$ cat src/rtl/pipe_hazard_fwd_ctrl_pkg.sv
// Shared types and constants for the ID-stage hazard/forwarding controller.
package pipe_hazard_fwd_ctrl_pkg;

  localparam int REG_W = 5;

  typedef logic [REG_W-1:0] reg_num_t;

  localparam reg_num_t REG_ZERO = 5'd0;

  typedef enum logic [1:0] {
    FWD_REG  = 2'b00,
    FWD_EALU = 2'b01,
    FWD_MALU = 2'b10,
    FWD_MMEM = 2'b11
  } fwd_sel_e;

  // Destination info carried by an instruction down the EXE/MEM shadow pipe.
  typedef struct packed {
    logic     wreg;
    logic     m2reg;
    reg_num_t rn;
  } dst_info_t;

endpackage

$ cat src/rtl/pipe_hazard_fwd_ctrl_if.sv
// ID-stage decode fields in, forwarding selects / stall controls out.
interface pipe_hazard_fwd_ctrl_if #(
  parameter int CNT_W = 16
);
  import pipe_hazard_fwd_ctrl_pkg::*;

  reg_num_t         drs;
  reg_num_t         drt;
  logic             duse_rs;
  logic             duse_rt;
  logic             dwreg;
  logic             dm2reg;
  reg_num_t         drn;
  logic             dflush;
  logic [1:0]       stall_a_depen;
  logic [1:0]       stall_b_depen;
  logic             wpcir;
  logic             dbubble;
  logic [CNT_W-1:0] stall_cnt;

  modport master (
    output drs, drt, duse_rs, duse_rt, dwreg, dm2reg, drn, dflush,
    input  stall_a_depen, stall_b_depen, wpcir, dbubble, stall_cnt
  );

  modport slave (
    input  drs, drt, duse_rs, duse_rt, dwreg, dm2reg, drn, dflush,
    output stall_a_depen, stall_b_depen, wpcir, dbubble, stall_cnt
  );

endinterface

$ cat src/rtl/pipe_hazard_fwd_ctrl_fwd_sel.sv
// Per-operand forwarding select: nearest producer wins, r0 never forwards.
module pipe_hazard_fwd_ctrl_fwd_sel
  import pipe_hazard_fwd_ctrl_pkg::*;
(
  input  reg_num_t   i_src,
  input  logic       i_use,
  input  dst_info_t  i_e,
  input  dst_info_t  i_m,
  output logic [1:0] o_sel
);

  logic w_src_live;
  logic w_hit_e;
  logic w_hit_m;

  assign w_src_live = i_use && (i_src != REG_ZERO);
  // A load sitting in EXE has no data yet; the stall logic covers it instead.
  assign w_hit_e    = w_src_live && i_e.wreg && !i_e.m2reg && (i_e.rn == i_src);
  assign w_hit_m    = w_src_live && i_m.wreg && (i_m.rn == i_src);

  always_comb begin
    o_sel = FWD_REG;
    if (w_hit_e) begin
      o_sel = FWD_EALU;
    end else if (w_hit_m) begin
      o_sel = i_m.m2reg ? FWD_MMEM : FWD_MALU;
    end
  end

endmodule

$ cat src/rtl/pipe_hazard_fwd_ctrl.sv
// Shadow EXE/MEM destination tracking, load-use stall and stall-cycle counter.
module pipe_hazard_fwd_ctrl
  import pipe_hazard_fwd_ctrl_pkg::*;
#(
  parameter int CNT_W = 16
) (
  input  logic                   clk,
  input  logic                   clrn,
  pipe_hazard_fwd_ctrl_if.slave  bus
);

  dst_info_t        r_e;
  dst_info_t        r_m;
  logic [CNT_W-1:0] r_cnt;
  dst_info_t        w_d;
  logic             w_stall;
  logic             w_rs_dep;
  logic             w_rt_dep;

  function automatic logic [CNT_W-1:0] sat_inc(input logic [CNT_W-1:0] v);
    return (&v) ? v : v + 1'b1;
  endfunction

  assign w_d = '{wreg: bus.dwreg, m2reg: bus.dm2reg, rn: bus.drn};

  // Load-use: the loaded value only exists once the load reaches MEM.
  assign w_rs_dep = bus.duse_rs && (r_e.rn == bus.drs);
  assign w_rt_dep = bus.duse_rt && (r_e.rn == bus.drt);
  assign w_stall  = r_e.wreg && r_e.m2reg && (r_e.rn != REG_ZERO) && (w_rs_dep || w_rt_dep);

  always_ff @(posedge clk or negedge clrn) begin
    if (!clrn) begin
      r_e   <= '0;
      r_m   <= '0;
      r_cnt <= '0;
    end else begin
      r_m <= r_e;
      r_e <= (w_stall || bus.dflush) ? '0 : w_d;
      if (w_stall) begin
        r_cnt <= sat_inc(r_cnt);
      end
    end
  end

  pipe_hazard_fwd_ctrl_fwd_sel u_sel_a (
    .i_src (bus.drs),
    .i_use (bus.duse_rs),
    .i_e   (r_e),
    .i_m   (r_m),
    .o_sel (bus.stall_a_depen)
  );

  pipe_hazard_fwd_ctrl_fwd_sel u_sel_b (
    .i_src (bus.drt),
    .i_use (bus.duse_rt),
    .i_e   (r_e),
    .i_m   (r_m),
    .o_sel (bus.stall_b_depen)
  );

  assign bus.wpcir     = ~w_stall;
  assign bus.dbubble   = w_stall | bus.dflush;
  assign bus.stall_cnt = r_cnt;

endmodule
$ cat src/flat_wrapper.sv
// flat-port wrapper written by rule: the top's interface ports become plain ports
module pipe_hazard_fwd_ctrl_flat import pipe_hazard_fwd_ctrl_pkg::*;
#(
  parameter int CNT_W = 16
)
  (clk, clrn, bus_drs, bus_drt, bus_duse_rs, bus_duse_rt, bus_dwreg, bus_dm2reg, bus_drn, bus_dflush, bus_stall_a_depen, bus_stall_b_depen, bus_wpcir, bus_dbubble, bus_stall_cnt);
  pipe_hazard_fwd_ctrl_if #(.CNT_W(CNT_W)) bus_i ();
  input  logic clk;
  input  logic clrn;
  input wire logic [$bits(bus_i.drs)-1:0] bus_drs;
  input wire logic [$bits(bus_i.drt)-1:0] bus_drt;
  input wire logic [$bits(bus_i.duse_rs)-1:0] bus_duse_rs;
  input wire logic [$bits(bus_i.duse_rt)-1:0] bus_duse_rt;
  input wire logic [$bits(bus_i.dwreg)-1:0] bus_dwreg;
  input wire logic [$bits(bus_i.dm2reg)-1:0] bus_dm2reg;
  input wire logic [$bits(bus_i.drn)-1:0] bus_drn;
  input wire logic [$bits(bus_i.dflush)-1:0] bus_dflush;
  output wire logic [$bits(bus_i.stall_a_depen)-1:0] bus_stall_a_depen;
  output wire logic [$bits(bus_i.stall_b_depen)-1:0] bus_stall_b_depen;
  output wire logic [$bits(bus_i.wpcir)-1:0] bus_wpcir;
  output wire logic [$bits(bus_i.dbubble)-1:0] bus_dbubble;
  output wire logic [$bits(bus_i.stall_cnt)-1:0] bus_stall_cnt;
  assign bus_i.drs = bus_drs;
  assign bus_i.drt = bus_drt;
  assign bus_i.duse_rs = bus_duse_rs;
  assign bus_i.duse_rt = bus_duse_rt;
  assign bus_i.dwreg = bus_dwreg;
  assign bus_i.dm2reg = bus_dm2reg;
  assign bus_i.drn = bus_drn;
  assign bus_i.dflush = bus_dflush;
  assign bus_stall_a_depen = bus_i.stall_a_depen;
  assign bus_stall_b_depen = bus_i.stall_b_depen;
  assign bus_wpcir = bus_i.wpcir;
  assign bus_dbubble = bus_i.dbubble;
  assign bus_stall_cnt = bus_i.stall_cnt;
  pipe_hazard_fwd_ctrl #(.CNT_W(CNT_W)) u_core (.clk(clk), .clrn(clrn), .bus(bus_i));
endmodule
$ cat config.mk
export PLATFORM = sky130hd
export DESIGN_NAME = pipe_hazard_fwd_ctrl_flat
export DESIGN_NICKNAME = d
export VERILOG_FILES = /design/src/rtl/pipe_hazard_fwd_ctrl_pkg.sv /design/src/rtl/pipe_hazard_fwd_ctrl_if.sv /design/src/rtl/pipe_hazard_fwd_ctrl_fwd_sel.sv /design/src/rtl/pipe_hazard_fwd_ctrl.sv /design/src/flat_wrapper.sv
export SDC_FILE = /design/constraint.sdc
export NUM_CORES = 1
export LEC_CHECK = 0
export CAP_MARGIN = 20
export CORE_MARGIN = 1.5
export CORE_UTILIZATION = 37
export DETAILED_ROUTE_END_ITERATION = 8
export PLACE_DENSITY = 0.66
export SYNTH_ARGS = -nofsm -noshare
export SYNTH_HDL_FRONTEND = slang
export SYNTH_HIERARCHICAL = 1
export SYNTH_SLANG_ARGS = --single-unit
$ cat constraint.sdc
create_clock -name clk -period 2 [get_ports clk]
set_input_delay 0.3 -clock clk [delete_from_list [all_inputs] [get_ports clk]]
set_output_delay 0.3 -clock clk [all_outputs]
set_load 0.02 [all_outputs]
==> out/metrics.yaml <==
status: "finished, violations left"
violations: "negative setup slack"
via_count: 1478
fin_tns_setup_ps: -85.1
synth_nets: 189
clock-sinks: 30
syn_to_final_growth_pct: 48.1
drive_above_1_share_pct: 24.3
ys_types: 34
finalCritPeriodShare_pct: 103
grt_pass1_vias: 1482
synth_compound_area_share_pct: 8.09
fin_crit_ps: 2050
synth_top_family_by_area: "simple AND/OR/NAND/NOR gates"
place_congestion: 0.848
setup_viol: 3
crit_buf_inv: 2
start_util_pct: 39.2
grt_max_degree: 31
cpPeakStageDelay_ps: 550
yosysWarnings: 6
ant_nets: 0
crit_chain: "or4_4, o211a_4, a21oi_4, inv_2, buf_6"
power_mw: 1.38
clock_path_buffers: 2
critPathCaptureType: "output pin"
row_count: 24
hold_path.class: "primary input to asynchronous set/reset pin"
grt_overflow: 0
core-area_um2: 4410
fin_hold_ws_ps: 409
synth_fa_ha_area_share_pct: 0.723
dieArea_um2: 5100
rsz0062_at_grt: "yes"
vdd_ir_drop_max_uv: 364
final.fill_count: 407
critPathTopFamily: "simple AND/OR/NAND/NOR gates"
power.leakage_nw: 1.12
ys_ff_latch: 30
ios: 44
synth-seq-area-share_pct: 43.4
syn_area_um2: 1730
worstSetupStartpointType: "register"
synthXorXnorAreaFrac_pct: 19.2
dieHeight_um: 71.4
htreeDepth: 2
arrival_ps: 1750
drv_cap: 0
root_buffer: "clkbuf_8"
port_buffers: 43
cp_slowest_cell: "or4_4"
skew_ps: 8.65
clk_latency_ps: 280
synthTopCellsByArea: "dfrtp_1 (43%), xnor2_1 (16%), and2_1 (3.6%)"
routedWlPerCell_um: 14.1
syn_area_per_cell_um2: 10.4
power.density_nw_per_um2: 538
cts_tree: "built"
antenna_cells: 0
routed_wl_um: 4100
drt_iter0_drc: 69
final_common_cell: "dfrtp_1"
gr-usage-all-layers_pct: 17.3
crit_fanout: 3
hold_viol: 0
grt_pass1_wl_um: 6930
drc_errors: 0
layout_common_cells: "dfrtp_1 (30), clkdlybuf4s50_1 (27), xnor2_1 (26), buf_4 (21), nand2_1 (11)"
synthCells: 166
synth_top_area_share_pct: 43.4
rr_worst_depth: 5
dieWidth_um: 71.4
cp.required_ps: 1700
slew_violations: 0
place_inst: 281
antenna_found_initial: 0
place_hpwl_um: 3030
nNetsFinal: 261
avgViaCountPerCell: 5.08
synth_simple_gate_area_share_pct: 24.9
cts_inserted_buffers: 5
drt-pass1-iter-count: 4
clock.fmax_mhz: 487
tightest_slew_ps: 389
worstSetupPathType: "register to output pin"
fin_cells: 291
slew_headroom_pct: 74.1
worst_slack_ps: -54.4
synth_area_leader_cell: "dfrtp_1"
synthMuxAreaShare_pct: 1.23
clkSlewWorstSetupHoldPaths_ps: 70
crit_cells: 5
==> layer usage <==
| metal | global-route usage (%) | vias up | share of wire (%) |
|---|---|---|---|
| met2 | 27.5 | 28 | 47 |
| met3 | 3.09 | 4 | 2.4 |
| met4 | 6.29 | 0 | 1.3 |
| met1 | 23.6 | 720 | 49 |
| met5 | 0 | - | 0 |
| li1 | - | 726 | - |
==> stage by stage <==
stage	utilization (%)	setup WS [ps]	area, µm²
finish	58.1	-54.4	2560
detailed placement	53.8	-514	2380
CTS	56.9	-90.8	2510
global route	58.1	-126	2560
floorplan	-	64.5	1730
global placement	53.8	-486	2380
==> cell type report <==
| cell class | instances | area, µm² | share of cell area (%) |
|---|---|---|---|
| Tap cell | 52 | 65.1 | 2.54 |
| Inverter | 7 | 26.3 | 1.02 |
| Clock inverter | 2 | 12.5 | 0.488 |
| Timing Repair Buffer | 67 | 618 | 24.1 |
| Clock buffer | 6 | 82.6 | 3.22 |
| Sequential cell | 30 | 751 | 29.3 |
| Multi-Input combinational cell | 127 | 1010 | 39.4 |
==> Yosys cell counts, drive strengths merged <==
library cell	count
ha	1
a21oi	5
xor2	6
nand2	11
o211a	1
mux2	1
o211ai	1
and3	6
a32o	2
and3b	2
nand3b	1
nand3	9
a311oi	1
o22ai	1
xnor2	32
mux2i	1
dfrtp	30
and4	2
buf	2
nor4b	3
inv	7
o2111a	4
nor2	6
nor3	5
nor2b	5
and2	10
or4	1
nand4	10
==> timing repair <==
item / in CTS / in global routing
hold buffers: 0 / 0
endpoints found under the setup margin: 6 / 6
pin swaps: 10 / 9
buffers inserted: 1 / 1
gates resized for setup: 49 / 10
==> logic make-up after synthesis <==
group	count (synthesis)
mux	2
buf+inv	9
fa+ha+maj	1
simple gates	71
xor+xnor	38
compound gates	15
flops	30
==> registers in the layout, summed over array words and instances (netlist names) <==
signal / flops
u_core/r_e: 7
u_core/bus.stall_cnt: 16
u_core/r_m: 7
==> worst paths after layout <==
path	start	endpoint	slack, ps
max	u_core/r_e[2]$_DFF_PN0_	bus_dbubble	-50
min	clrn	u_core/r_m[3]$_DFF_PN0_	410
max reg2reg	u_core/r_e[2]$_DFF_PN0_	u_core/bus.stall_cnt[1]$_DFFE_PN0P_	90
min reg2reg	u_core/bus.stall_cnt[10]$_DFFE_PN0P_	u_core/bus.stall_cnt[10]$_DFFE_PN0P_	500
max in group asynchronous	clrn	u_core/r_e[5]$_DFF_PN0_	1300
min in group clk	u_core/bus.stall_cnt[10]$_DFFE_PN0P_	u_core/bus.stall_cnt[10]$_DFFE_PN0P_	500
==> power breakdown <==
part           total, mW  internal (mW)  switching, mW
clock              0.508          0.276          0.232
combinational      0.229          0.125          0.103
sequential         0.643          0.624         0.0190
total               1.38           1.03          0.354
Power figures use the tool's default switching activity.
